<file path="config.mk">
export PLATFORM = sky130hd
export DESIGN_NAME = tdm_demux_four
export DESIGN_NICKNAME = d
export VERILOG_FILES = /design/src/rtl/tdm_demux_four.sv
export SDC_FILE = /design/constraint.sdc
export NUM_CORES = 1
export LEC_CHECK = 0
export ABC_AREA = 1
export CORE_MARGIN = 4
export CORE_UTILIZATION = 65
export DETAILED_ROUTE_END_ITERATION = 8
export DONT_BUFFER_PORTS = 1
export PLACE_DENSITY = 0.81
export SYNTH_ARGS = -nofsm -noshare
export SYNTH_HDL_FRONTEND = slang
export SYNTH_SLANG_ARGS = --single-unit
</file>
<file path="constraint.sdc">
create_clock -name clk_i -period 3.3 [get_ports clk_i]
set_input_delay 0.825 -clock clk_i [delete_from_list [all_inputs] [get_ports clk_i]]
set_output_delay 0.825 -clock clk_i [all_outputs]
set_load 0.02 [all_outputs]
</file>
<file path="src/rtl/tdm_demux_four.sv">
// Purpose: receive-side TDM demultiplexer; four slots per frame (ch0..ch3), slot 0 flagged by sof_i.
// Latency: 1 cycle from the slot-3 beat to updated ch*_o plus frame_valid_o pulse.
// Backpressure: none; every valid beat is consumed. Optional parity checking via `define TDM_PARITY_EN.
module tdm_demux_four #(
    parameter int WIDTH = 8
) (
    input  logic             clk_i,
    input  logic             rst_i,
    input  logic [WIDTH-1:0] data_i,
    input  logic             valid_i,
    input  logic             sof_i,
    output logic [WIDTH-1:0] ch0_o,
    output logic [WIDTH-1:0] ch1_o,
    output logic [WIDTH-1:0] ch2_o,
    output logic [WIDTH-1:0] ch3_o,
    output logic             frame_valid_o,
    output logic             sync_err_o,
    output logic             locked_o
`ifdef TDM_PARITY_EN
    ,
    input  logic             parity_i,
    output logic             par_err_o
`endif
);

    typedef enum logic {
        HUNT   = 1'b0,
        LOCKED = 1'b1
    } state_t;

    state_t           state;
    logic [1:0]       slot_cnt;
    logic [WIDTH-1:0] shadow0;
    logic [WIDTH-1:0] shadow1;
    logic [WIDTH-1:0] shadow2;

    // frame_ok: the frame finishing on this beat may be published.
    logic             frame_ok;

`ifdef TDM_PARITY_EN
    logic             beat_odd;
    logic             frame_bad;

    // Even parity over data and parity bit; an odd count flags a corrupted beat.
    always_comb begin
        beat_odd = ^{data_i, parity_i};
        frame_ok = ~(frame_bad | beat_odd);
    end

    // Sticky per-frame corruption flag: reseeded at each SOF, accumulates over
    // slots 1..2, and clears on frame completion or loss of lock.
    always_ff @(posedge clk_i) begin
        if (rst_i) begin
            frame_bad <= 1'b0;
            par_err_o <= 1'b0;
        end else begin
            par_err_o <= 1'b0;
            if (valid_i) begin
                if (sof_i) begin
                    frame_bad <= beat_odd;
                end else if (state == LOCKED) begin
                    if (slot_cnt == 2'd0) begin
                        frame_bad <= 1'b0;
                    end else if (slot_cnt == 2'd3) begin
                        frame_bad <= 1'b0;
                        par_err_o <= ~frame_ok;
                    end else begin
                        frame_bad <= frame_bad | beat_odd;
                    end
                end
            end
        end
    end
`else
    // Without parity checking every completed frame is published.
    always_comb begin
        frame_ok = 1'b1;
    end
`endif

    // Framing FSM: slot counting, shadow capture, publishing, and error pulses.
    always_ff @(posedge clk_i) begin
        if (rst_i) begin
            state         <= HUNT;
            slot_cnt      <= 2'd0;
            shadow0       <= '0;
            shadow1       <= '0;
            shadow2       <= '0;
            ch0_o         <= '0;
            ch1_o         <= '0;
            ch2_o         <= '0;
            ch3_o         <= '0;
            frame_valid_o <= 1'b0;
            sync_err_o    <= 1'b0;
            locked_o      <= 1'b0;
        end else begin
            // Pulses last one cycle; idle cycles leave everything else held.
            frame_valid_o <= 1'b0;
            sync_err_o    <= 1'b0;
            if (valid_i) begin
                case (state)
                    HUNT: begin
                        // Non-SOF beats are silently discarded while hunting.
                        if (sof_i) begin
                            shadow0  <= data_i;
                            slot_cnt <= 2'd1;
                            state    <= LOCKED;
                            locked_o <= 1'b1;
                        end
                    end
                    LOCKED: begin
                        if (sof_i) begin
                            // SOF mid-frame abandons the partial frame but keeps
                            // lock; the beat becomes slot 0 of a fresh frame.
                            if (slot_cnt != 2'd0) begin
                                sync_err_o <= 1'b1;
                            end
                            shadow0  <= data_i;
                            slot_cnt <= 2'd1;
                        end else begin
                            case (slot_cnt)
                                2'd0: begin
                                    // Expected SOF at the boundary is missing.
                                    sync_err_o <= 1'b1;
                                    state      <= HUNT;
                                    locked_o   <= 1'b0;
                                end
                                2'd1: begin
                                    shadow1  <= data_i;
                                    slot_cnt <= 2'd2;
                                end
                                2'd2: begin
                                    shadow2  <= data_i;
                                    slot_cnt <= 2'd3;
                                end
                                default: begin
                                    // Slot 3 completes the frame; slot 3 goes
                                    // straight from the input to ch3_o.
                                    if (frame_ok) begin
                                        ch0_o         <= shadow0;
                                        ch1_o         <= shadow1;
                                        ch2_o         <= shadow2;
                                        ch3_o         <= data_i;
                                        frame_valid_o <= 1'b1;
                                    end
                                    slot_cnt <= 2'd0;
                                end
                            endcase
                        end
                    end
                    default: begin
                        state    <= HUNT;
                        locked_o <= 1'b0;
                    end
                endcase
            end
        end
    end

endmodule

</file>
; ---- After elaboration in Yosys (flattened, before gate mapping)
; Cells that the tools add are included.
[classes]
bitwise = 4
n_reduce_logical = 11
muxes = 17
eq_ne = 6
[op_table]
columns = operator, n
row1 = $reduce_and A4 Y1, 4
row2 = $mux W1, 10
row3 = $mux W8, 1
row4 = $pmux W2 S3, 1
row5 = $reduce_or A3 Y1, 2
row6 = $mux W2, 2
row7 = $ne A2 B2 Y1 const B, 2
row8 = $not A1 Y1, 4
row9 = $pmux W1 S2, 2
row10 = $pmux W2 S2, 1
row11 = $reduce_or A4 Y1, 1
row12 = $ne A3 B3 Y1 const B, 1
row13 = $reduce_and A3 Y1, 1
row14 = $eq A2 B1 Y1 const B, 1
row15 = $eq A2 B2 Y1 const B, 1
row16 = $logic_not A2 Y1, 1
row17 = $ne A2 B1 Y1 const B, 1
row18 = $reduce_and A2 Y1, 1
row19 = $reduce_bool A2 Y1, 1
[word_totals]
input_bits = 12
output_inout_bits = 35
elab_cells = 50
reg_bits = 62

; ---- Logic depth before layout (Yosys ltp)
[logic_depth]
word_depth = 4
depth_mapped = 8
mapped_depth_nobuf = 8

; ---- Worst setup path before layout
; Ideal clock, no wire load.
[synth_timing]
path_kind = in2reg
from = in valid_i
to = reg shadow1[5]
path_slack_ns = 1.754
arrival_time_ns = 1.433
stages = 6
path_buffers = 1
setup_time_ns = 0.113
cell_sequence = nand2_2 -> nor2_4 -> buf_2 -> nand2_1 -> nand2_1 -> nor2_1
[synth_via]
elab_chain_len = 1
[synth_lines]
columns = item, line_no
row1 = "start, declared", 10  ; input logic valid_i,
row2 = $reduce_and A4 Y1 (no line), n/a
row3 = "end signal, assigned", 129  ; shadow1 <= data_i;
row4 = "end, declared", 34  ; logic [WIDTH-1:0] shadow1;
; Every way passes these cells.
; A chain may end at the register's enable or synchronous reset.

; ---- Worst setup path after layout
[layout_timing]
from = in valid_i
to = reg ch3_o[1]
[layout_via]
elab_chain_len = 1
[layout_lines]
columns = item, line_no
row1 = $reduce_and A4 Y1 (no line), n/a
row2 = "end signal, assigned", 143  ; ch3_o <= data_i;
row3 = "end, declared", 15  ; output logic [WIDTH-1:0] ch3_o,
; Every way passes these cells.

==> impl_metrics.env <==
export IMPL_yosys_warnings=0
export IMPL_syn_inst=347
export IMPL_path_class="input port to flop"
export IMPL_cp_end_kind="flop"
export IMPL_final_hold_viol_count=0
export IMPL_place_inst=381
export IMPL_first_pass_iters=4
export IMPL_rsz0062_at_grt="false"
export IMPL_reg2regPathDepth=6
export IMPL_powerDensity_nw_per_um2=551
export IMPL_drive_gt1_share_pct=7.45
export IMPL_synthTopCellsByArea="dfxtp_1, nor2_1, nand2_1, nand3b_1, inv_1"
export IMPL_grt_first_pass_wirelength_um=9400
export IMPL_viasPerCell=5.31
export IMPL_fp_dieH_um=70.6
export IMPL_hpwl_um=3540
export IMPL_cp_max_fo=21
export IMPL_io_pins=47
export IMPL_diodes=0
export IMPL_synth_edf_count=0
export IMPL_wl_per_cell_um=13.6
export IMPL_synthesis_nets=364
export IMPL_yosysSeqAreaShare_pct=48.8
export IMPL_dp_slack_ns=1.17
export IMPL_antenna_found_initial=0
export IMPL_crit_path_start_kind="input port"
export IMPL_power_leakage_nw=1.19
export IMPL_critPathTopFamily="buffers and inverters"
export IMPL_max_stage_delay_ns=0.51
export IMPL_worst_skew_pair_late_latency_ns=0.33
export IMPL_synth_avg_cell_area_sq_um=7.33
export IMPL_clkSinkCount=62
export IMPL_drc=0
export IMPL_fillers=319
export IMPL_crit_cells=6
export IMPL_finalCritPeriodShare_pct=54.5
export IMPL_cts_resized=0
export IMPL_hold_path_depth=2
export IMPL_cts_buffer_depth=2
export IMPL_cp_slowest_cell="inv_1"
export IMPL_nets=361
export IMPL_yosysTopAreaCell="dfxtp_1"
export IMPL_rows=22
export IMPL_finalPower_mw=1.52
export IMPL_status="finished clean"
export IMPL_numCtsBuffers=9
export IMPL_ys_ff_latch=62
export IMPL_stdcell_count=397
export IMPL_synth_main_ff_cell="dfxtp_1"
export IMPL_initial_utilization_pct=68.5
export IMPL_ctsHtreeMaxLevel=3
export IMPL_die_x_um=70.6
export IMPL_place_congestion=0.831
export IMPL_max_slew_worst_pin_slew_ns=0.632
export IMPL_ys_types=19
export IMPL_synth_top_area_share_pct=48.8
export IMPL_finalWorstSetupSlack_ns=1.50
export IMPL_arrival_ns=2.03
export IMPL_cts_tree="done"
export IMPL_grt_ovfl_total=0
export IMPL_post_route_min_period_ns=1.80
export IMPL_post_cts_buffers=0
export IMPL_setup_tns_ns=0
export IMPL_syn2layout_area_growth_pct=8.51
export IMPL_peakVddDrop_mv=0.330
export IMPL_die_area_sq_um=4980
export IMPL_grt_use_total_pct=23.6
export IMPL_cp_required_ns=3.53
export IMPL_vias=2110
export IMPL_fmax_mhz=556
export IMPL_synth_cell_area_sq_um=2540
export IMPL_antenna_left=0
export IMPL_cts_root_buf="clkbuf_8"
export IMPL_slew_headroom_pct=57.8
export IMPL_numPortBuffers=0
export IMPL_ys_async_sr_fraction_pct=0
export IMPL_slew_violations=0
export IMPL_critPathBufInv=2
export IMPL_drt_wl_total_um=5410
export IMPL_cp_cell_sequence="nand2_2, inv_1, buf_4, nand3_1, nand2_1, nor2_1"
export IMPL_drt_iter0_markers=204
export IMPL_clk_pin_slew_ns=0.07
export IMPL_hp_class="flop to flop"
export IMPL_setup_viol=0
export IMPL_maxCapViolations=0
export IMPL_ctsHoldBuffers=0
export IMPL_grt_pass1_vias=2067
export IMPL_fin_skew_ns=0.00499
export IMPL_core_area_sq_um=3720
export IMPL_grt_max_degree=33
==> where the power goes <==
| group | internal [mW] | leakage, nW | total (mW) | switching, mW |
|---|---|---|---|---|
| clock network | 0.374 | 0.105 | 0.664 | 0.289 |
| logic | 0.0260 | 0.583 | 0.0877 | 0.0617 |
| registers | 0.761 | 0.502 | 0.771 | 0.00955 |
==> sequential cells by signal (all words and copies together), names as in the netlist <==
register       count
ch2_o              8
state              1
ch0_o              8
locked_o           1
sync_err_o         1
ch3_o              8
ch1_o              8
shadow1            8
frame_valid_o      1
shadow2            8
slot_cnt           2
shadow0            8
==> through the flow <==
stage | hold slack (ns) | instance area (sq um) | utilization (%)
final | 0.458 | 2760 | 74.3
after CTS | 0.462 | 2760 | 74.3
after detailed placement | 0.453 | 2560 | 68.8
after global routing | 0.475 | 2760 | 74.3
after global placement | 0.446 | 2560 | 68.8
after floorplan | 0.430 | 2540 | -
==> worst register-to-register path, cell delays in order, from the launching register on <==
cell	delay, ns
dfxtp_1	0.41
nand2_2	0.16
inv_1	0.51
buf_4	0.36
nand3_1	0.12
nand2_1	0.08
nor2_1	0.04
==> layout by cell type, fill, tap and decap left out <==
cell type   instances
o21ai_0             9
ha_1                5
buf_4               6
clkinv_2            1
nor3_4              1
dfxtp_1            62
a21oi_1            11
inv_1              24
nor3_1              1
clkinvlp_4          1
nand2_2             1
nand2_1            66
nand3b_1           19
nand4_1             9
nor2_4              1
clkbuf_8           14
nor2_1            100
nand3_1            16
nor4_1              1
nor3_2              1
==> cell families (layout without fill, tap and decap cells) <==
logic type | count (synthesis) | after routing | share of synthesized area, %
adder cells (fa/ha/maj) | 5 | 5 | 2.46
flip-flops | 62 | 62 | 48.8
AND/OR/NAND/NOR | 216 | 216 | 37.6
buffers and inverters | 44 | 46 | 7.23
AO/OA/AOI/OAI | 20 | 20 | 3.93
==> per-layer routing <==
layer / vias up / track usage (%) / routed length [um]
met5: - / 0 / 0
met4: 0 / 9.81 / 83
met3: 9 / 8.38 / 385
met2: 54 / 37.4 / 2510
met1: 965 / 29.4 / 2440
li1: 1082 / - / -
==> worst paths after layout <==
kind	from	to	slack, ns
worst max register to register	state	ch3_o[1]	1.53
worst min register to register	shadow0[1]	shadow0[1]	0.46
worst min-delay path	shadow0[1]	shadow0[1]	0.46
worst max-delay path	valid_i	ch3_o[1]	1.50
==> layout make-up <==
| type | instances | area (sq um) | share of cell area, % |
|---|---|---|---|
| Timing Repair Buffer | 6 | 45.0 | 1.63 |
| Clock inverter | 2 | 12.5 | 0.453 |
| Clock buffer | 14 | 193 | 6.98 |
| Inverter | 24 | 90.1 | 3.26 |
| Tap cell | 48 | 60.1 | 2.17 |
| Multi-Input combinational cell | 241 | 1120 | 40.6 |
| Sequential cell | 62 | 1240 | 44.9 |
==> Yosys cell counts (2+ instances only) <==
cell,number
nor2_1,100
nand2_1,66
dfxtp_1,62
inv_1,24
nand3b_1,19
nand3_1,16
buf_2,15
a21oi_1,11
nand4_1,9
o21ai_0,9
ha_1,5
buf_1,3
clkbuf_1,2
Power figures use the tool's default switching activity.
